`config.mk`:
```
export PLATFORM = sky130hd
export DESIGN_NAME = hpu_rif_aggregator
export DESIGN_NICKNAME = d
export VERILOG_FILES = /design/src/rtl/pep_common_param_pkg.sv /design/src/rtl/hpu_rif_delay_line.sv /design/src/rtl/hpu_rif_aggregator.sv
export SDC_FILE = /design/constraint.sdc
export NUM_CORES = 2
export LEC_CHECK = 0
export BUFFER_PORTS_ARGS = -buffer_cell sky130_fd_sc_hd__buf_2
export CELL_PAD_IN_SITES_DETAIL_PLACEMENT = 2
export CELL_PAD_IN_SITES_GLOBAL_PLACEMENT = 2
export CORE_MARGIN = 3
export CORE_UTILIZATION = 42
export CTS_CLUSTER_SIZE = 20
export DETAILED_ROUTE_END_ITERATION = 8
export GPL_TIMING_DRIVEN = 0
export PLACE_DENSITY_LB_ADDON = 0.08
export SLEW_MARGIN = 20
export SYNTH_ARGS = -nofsm -noshare
export SYNTH_HDL_FRONTEND = slang
export SYNTH_SLANG_ARGS = --single-unit
export TNS_END_PERCENT = 100
```
`constraint.sdc`:
```
create_clock -name clk -period 4.9 [get_ports clk]
set_input_delay 0 -clock clk [delete_from_list [all_inputs] [get_ports clk]]
set_output_delay 0 -clock clk [all_outputs]
set_load 0.01 [all_outputs]
```
`src/rtl/pep_common_param_pkg.sv`:
```
// Shared PEP widths plus the instrumentation-aggregator types and limits.
package pep_common_param_pkg;

    localparam int unsigned PEP_ERROR_W      = 32;
    localparam int unsigned PEP_INFO_W       = 64;
    localparam int unsigned PEP_INC_W        = 16;

    localparam int unsigned RIF_AGG_MAX_SRC  = 8;
    localparam int unsigned RIF_AGG_MAX_PIPE = 4;

    typedef logic [PEP_ERROR_W-1:0] rif_agg_err_t;
    typedef logic [PEP_INFO_W-1:0]  rif_agg_info_t;
    typedef logic [PEP_INC_W-1:0]   rif_agg_inc_t;

endpackage

```
`src/rtl/hpu_rif_delay_line.sv`:
```
// Fixed-depth register delay line with synchronous active-low reset; depth 0 is a wire.
module hpu_rif_delay_line #(
    parameter int unsigned WIDTH = 1,
    parameter int unsigned DEPTH = 1
) (
    input  logic             clk,
    input  logic             s_rst_n,
    input  logic [WIDTH-1:0] din,
    output logic [WIDTH-1:0] dout
);

    if (DEPTH == 0) begin : g_wire
        logic unused_ctrl;
        assign unused_ctrl = clk ^ s_rst_n;
        assign dout        = din;
    end else begin : g_regs
        logic [WIDTH-1:0] stage_q [DEPTH];

        always_ff @(posedge clk) begin
            if (!s_rst_n) begin
                for (int unsigned i = 0; i < DEPTH; i++) begin
                    stage_q[i] <= '0;
                end
            end else begin
                stage_q[0] <= din;
                for (int unsigned i = 1; i < DEPTH; i++) begin
                    stage_q[i] <= stage_q[i-1];
                end
            end
        end

        assign dout = stage_q[DEPTH-1];
    end

endmodule

```
`src/rtl/hpu_rif_aggregator.sv`:
```
// Merges per-partition error/info/increment vectors into a registered register-interface view
// with sticky errors, new-error irq, optional sticky info and saturating event counters.
module hpu_rif_aggregator
    import pep_common_param_pkg::*;
#(
    parameter int unsigned NB_SRC      = 3,
    parameter int unsigned ERROR_W     = PEP_ERROR_W,
    parameter int unsigned INFO_W      = PEP_INFO_W,
    parameter int unsigned INC_W       = PEP_INC_W,
    parameter int unsigned CNT_W       = 32,
    parameter int unsigned IN_PIPE     = 1,
    parameter int unsigned INFO_STICKY = 0,
    localparam int unsigned IDX_W      = (INC_W > 1) ? $clog2(INC_W) : 1
) (
    input  logic                      clk,
    input  logic                      s_rst_n,
    input  logic [NB_SRC*ERROR_W-1:0] src_error,
    input  logic [NB_SRC*INFO_W-1:0]  src_info,
    input  logic [NB_SRC*INC_W-1:0]   src_inc,
    input  logic [ERROR_W-1:0]        err_clr,
    input  logic                      info_clr,
    input  logic                      cnt_clr,
    input  logic [IDX_W-1:0]          cnt_rd_idx,
    output logic [ERROR_W-1:0]        error,
    output logic                      error_irq,
    output logic [INFO_W-1:0]         info,
    output logic [INC_W-1:0]          inc,
    output logic [CNT_W-1:0]          cnt_rd_data,
    output logic [INC_W-1:0]          cnt_sat
);

    localparam int unsigned        VEC_W    = ERROR_W + INFO_W + INC_W;
    localparam logic [CNT_W-1:0]   CNT_MAX  = '1;
    localparam logic [CNT_W-1:0]   CNT_NEAR = ~CNT_W'(1);

    if (NB_SRC < 1 || NB_SRC > RIF_AGG_MAX_SRC) begin : g_bad_nb_src
        $fatal(1, "hpu_rif_aggregator: NB_SRC=%0d outside 1..%0d", NB_SRC, RIF_AGG_MAX_SRC);
    end
    if (IN_PIPE > RIF_AGG_MAX_PIPE) begin : g_bad_in_pipe
        $fatal(1, "hpu_rif_aggregator: IN_PIPE=%0d outside 0..%0d", IN_PIPE, RIF_AGG_MAX_PIPE);
    end

    logic [ERROR_W-1:0] or_err;
    logic [INFO_W-1:0]  or_info;
    logic [INC_W-1:0]   or_inc;
    logic [VEC_W-1:0]   stage0_q;
    logic [VEC_W-1:0]   pipe_vec;
    logic [ERROR_W-1:0] merged_err;
    logic [INFO_W-1:0]  merged_info;
    logic [INC_W-1:0]   merged_inc;
    logic [ERROR_W-1:0] error_next;
    logic               irq_next;
    logic [INFO_W-1:0]  info_next;
    logic [CNT_W-1:0]   cnt_q [INC_W];
    logic               rd_idx_ok;

    // OR-reduce across partitions
    always_comb begin
        or_err  = '0;
        or_info = '0;
        or_inc  = '0;
        for (int unsigned s = 0; s < NB_SRC; s++) begin
            or_err  = or_err  | src_error[s*ERROR_W +: ERROR_W];
            or_info = or_info | src_info[s*INFO_W +: INFO_W];
            or_inc  = or_inc  | src_inc[s*INC_W +: INC_W];
        end
    end

    always_ff @(posedge clk) begin
        if (!s_rst_n) begin
            stage0_q <= '0;
        end else begin
            stage0_q <= {or_err, or_info, or_inc};
        end
    end

    hpu_rif_delay_line #(
        .WIDTH (VEC_W),
        .DEPTH (IN_PIPE)
    ) u_delay_line (
        .clk     (clk),
        .s_rst_n (s_rst_n),
        .din     (stage0_q),
        .dout    (pipe_vec)
    );

    assign merged_err  = pipe_vec[INC_W + INFO_W +: ERROR_W];
    assign merged_info = pipe_vec[INC_W +: INFO_W];
    assign merged_inc  = pipe_vec[0 +: INC_W];

    // A set coinciding with its clear wins; irq flags only 0 -> 1 transitions
    always_comb begin
        error_next = (error & ~err_clr) | merged_err;
        irq_next   = |(error_next & ~error);
        info_next  = merged_info;
        if (INFO_STICKY != 0) begin
            info_next = (info_clr ? '0 : info) | merged_info;
        end
    end

    assign rd_idx_ok = 32'(cnt_rd_idx) < INC_W;

    always_ff @(posedge clk) begin
        if (!s_rst_n) begin
            error       <= '0;
            error_irq   <= 1'b0;
            info        <= '0;
            inc         <= '0;
            cnt_rd_data <= '0;
        end else begin
            error       <= error_next;
            error_irq   <= irq_next;
            info        <= info_next;
            inc         <= merged_inc;
            cnt_rd_data <= rd_idx_ok ? cnt_q[cnt_rd_idx] : '0;
        end
    end

    // Saturating event counters; clear with a coincident event restarts at 1
    always_ff @(posedge clk) begin
        if (!s_rst_n) begin
            for (int unsigned i = 0; i < INC_W; i++) begin
                cnt_q[i] <= '0;
            end
            cnt_sat <= '0;
        end else begin
            for (int unsigned i = 0; i < INC_W; i++) begin
                if (cnt_clr) begin
                    cnt_q[i]   <= CNT_W'(merged_inc[i]);
                    cnt_sat[i] <= 1'b0;
                end else if (merged_inc[i] && (cnt_q[i] != CNT_MAX)) begin
                    cnt_q[i] <= cnt_q[i] + CNT_W'(1);
                    if (cnt_q[i] == CNT_NEAR) begin
                        cnt_sat[i] <= 1'b1;
                    end
                end
            end
        end
    end

endmodule
```
==> results.json <==
{
  "holdPathEnd": "stage0_q[57]",
  "fin_skew_ps": 45.7,
  "hold_path_class": "in2reg",
  "cts_tree": "yes",
  "max_stage_delay_ps": 590,
  "hold_violations": 0,
  "synth-edff-count": 512,
  "rrSetupSlack_ps": 1090,
  "critPathArrivalTime_ps": 4230,
  "critPathMaxFanout": 10,
  "setup_viol": 0,
  "synth_top_area_share_pct": 35.7,
  "core_area_um2": 101000,
  "dieArea_um2": 106000,
  "synth_top_cell_by_area": "edfxtp_1",
  "worstSkewPairLatency_ps": 720,
  "grt_max_degree": 33,
  "async_flop_share_pct": 0,
  "nNetsFinal": 5144,
  "ys_seq_area_share_pct": 53.6,
  "die_y_um": 326,
  "ys_warn_count": 0,
  "holdWs_ps": 44.5,
  "hold_start": "src_info[41]",
  "finalCriticalPeriod_ps": 3810,
  "clk_root_buffer_cell": "clkbuf_16",
  "r2r.worst_path.cells": 8,
  "fin_crit_sh_pct": 77.8,
  "die_w_um": 326,
  "drive_above_1_share_pct": 20.0,
  "cp_cell_sequence": "ha_1, and3_1, clkbuf_1, nand3_1, nor2_1, a21o_1, clkbuf_1, nor2_1",
  "timing.rr.end": "cnt_q[15][3]",
  "ys.flop_type": "edfxtp_1",
  "r2r-start": "cnt_q[15][1]",
  "post_cts_resized": 0,
  "yosysUniqueCellTypes": 53,
  "ios": 537,
  "tightest_slew_ps": 1280,
  "relSlewSlack_pct": 15.0,
  "antenna_found_initial": 35,
  "drcViolationCount": 0,
  "htree_levels": 3,
  "finish.utilization_pct": 53.4,
  "vias_per_cell": 6.34,
  "wirelength_um": 222000,
  "synth_seq_cells": 897,
  "cts_buffers": 100,
  "cp-end-kind": "flop",
  "cts_setup_buffers": 0,
  "crit_buf_inv": 2,
  "cts_buffer_depth": 3,
  "critPathKind": "reg2reg",
  "max_freq_mhz": 262,
  "synth_commonest_cells": "nor2_1 (585), edfxtp_1 (512), dfxtp_1 (385)",
  "synth_area_leaders": "edfxtp_1 (36%), dfxtp_1 (18%), mux4_2 (8.4%)",
  "cap_violations": 0,
  "slew_violations": 0,
  "synth.most_common_cell": "nor2_1",
  "start_kind": "flop",
  "grt_pass1_wl_um": 299000,
  "drt_iter0_drc": 4996,
  "synthCells": 3821,
  "syn2layout_area_growth_pct": 25.1,
  "run_status": "finished clean",
  "avgRoutedWirePerCell_um": 35.8,
  "firstDrtPassIters": 5,
  "grt_setup_unrepaired": "no",
  "p_leak_nw": 19.7,
  "syn_area_um2": 43100,
  "cts_sinks": 897,
  "crit_slowest_cell": "nand3_1",
  "power_density_nw_per_um2": 349,
  "cts.clk_slew.worst_paths_ps": 90,
  "fillers": 9905,
  "syn_area_per_cell_um2": 11.3,
  "grt_pass1_vias": 41000,
  "dpl.hpwl_um": 129000,
  "synthesis.nets": 4229,
  "vdd_drop_max_mv": 0.269,
  "overflow": 0,
  "detail-route-antenna-nets": 0,
  "port_buffers": 531,
  "grt_usage_pct": 38.0,
  "hold_buffers": 271,
  "holdPathStages": 3,
  "num_rows": 116,
  "gp_congestion": 0.945,
  "start_util_pct": 42.7,
  "worstPathRequired_ps": 5320,
  "crit_family": "simple AND/OR/NAND/NOR gates",
  "routed-via-count": 39300
}
-- worst register-to-register path, stage by stage, from the launching register on --
cell,delay (ps)
edfxtp_1,550
ha_1,290
and3_1,190
clkbuf_1,380
nand3_1,600
nor2_1,520
a21o_1,250
clkbuf_1,530
nor2_1,220
-- layer usage --
metal | up-vias | part of all wire [%] | wire, µm | global-route usage [%]
met1 | 20200 | 37 | 81900 | 49.4
met5 | - | 0.014 | 32 | 0
met3 | 732 | 9.4 | 20900 | 6.91
met2 | 2727 | 47 | 103000 | 61.4
met4 | 4 | 7.1 | 15700 | 18.2
li1 | 15700 | - | - | -
-- placed cells by master, fill, tap and decap left out, types with 10 or more instances in the layout --
cell type and n:
a21boi_0 26, a21oi_1 23, a31oi_1 10, and2_1 234, and3_1 70, and4_1 72, buf_1 14, buf_2 576
clkbuf_1 122, clkbuf_16 107, clkbuf_8 17, clkinv_2 22, dfxtp_1 385, diode_2 24, dlygate4sd3_1 271, edfxtp_1 512
ha_1 32, inv_1 92, mux4_2 160, nand2_1 169, nand2_2 15, nand2b_1 24, nand3_1 219, nand4_1 155
nor2_1 585, nor2b_1 10, nor3_1 92, nor4_1 47, o21a_1 16, o21ai_0 25, o22ai_1 12, o31a_1 113
or3_1 21, xnor2_1 211, xor2_1 255
-- power breakdown --
part	internal (W)	leakage, nW	switching [W]
combinational	0.000787	9.08	0.000992
sequential	0.00836	9.00	0.000591
clock	0.00438	1.66	0.00369
-- stage by stage --
stage               area (µm²)  instances  TNS, ps  power, W  setup WS [ps]
floorplan                43100       3821        0   0.00952           2170
global placement         47400       5709  -501550    0.0103          -1130
detailed placement       47700       5720        0    0.0104           1140
CTS                      53800       6179        0    0.0183           1470
global route             53900       6195        0    0.0192            993
finish                   53900       6203        0    0.0188           1090
-- cells by family after synthesis --
| group | Yosys count | share of synthesized area (%) |
|---|---|---|
| buffers and inverters | 267 | 2.50 |
| muxes | 160 | 8.36 |
| xor gates and xnor gates | 466 | 9.47 |
| adders and majority gates | 32 | 0.929 |
| and+or+nand+nor | 1758 | 20.9 |
| AOI/OAI and AO/OA | 241 | 4.24 |
| DFF | 897 | 53.6 |
-- registers in the layout, indices dropped and copies added (netlist names) --
signal,flops
stage0_q,112
cnt_rd_data,32
error,32
inc,16
error_irq,1
cnt_sat,16
info,64
u_delay_line.g_regs.stage_q,112
cnt_q,512
-- worst max-delay path by stage --
stage / start / end / slack [ps] / cells after the start
5_1_grt: cnt_q[10][10] / cnt_q[10][12] / 990 / 5
3_5_place_dp: cnt_clr / cnt_q[8][26] / 1140 / 7
4_1_cts: cnt_q[13][0] / cnt_q[13][10] / 1470 / 6
6_report: cnt_q[15][1] / cnt_q[15][3] / 1090 / 8
2_1_floorplan: cnt_q[13][0] / cnt_q[13][0] / 2170 / 6
3_3_place_gp: cnt_clr / cnt_q[11][9] / -1130 / 6
-- cell type report --
type                    instances  area [µm²]  share of cell area [%]
flip-flops and latches        897       23100                    42.8
plain buffers                 175         746                    1.38
clock buffers                 144        2990                    5.54
multi-input cells            2657       19000                    35.2
inverters                      92         345                   0.641
repair buffers                813        5620                    10.4
clock inverters                44         368                   0.683
diodes                         24        60.1                   0.111
well taps                    1357        1700                    3.15
No activity file was read; power rests on OpenSTA's default activity.
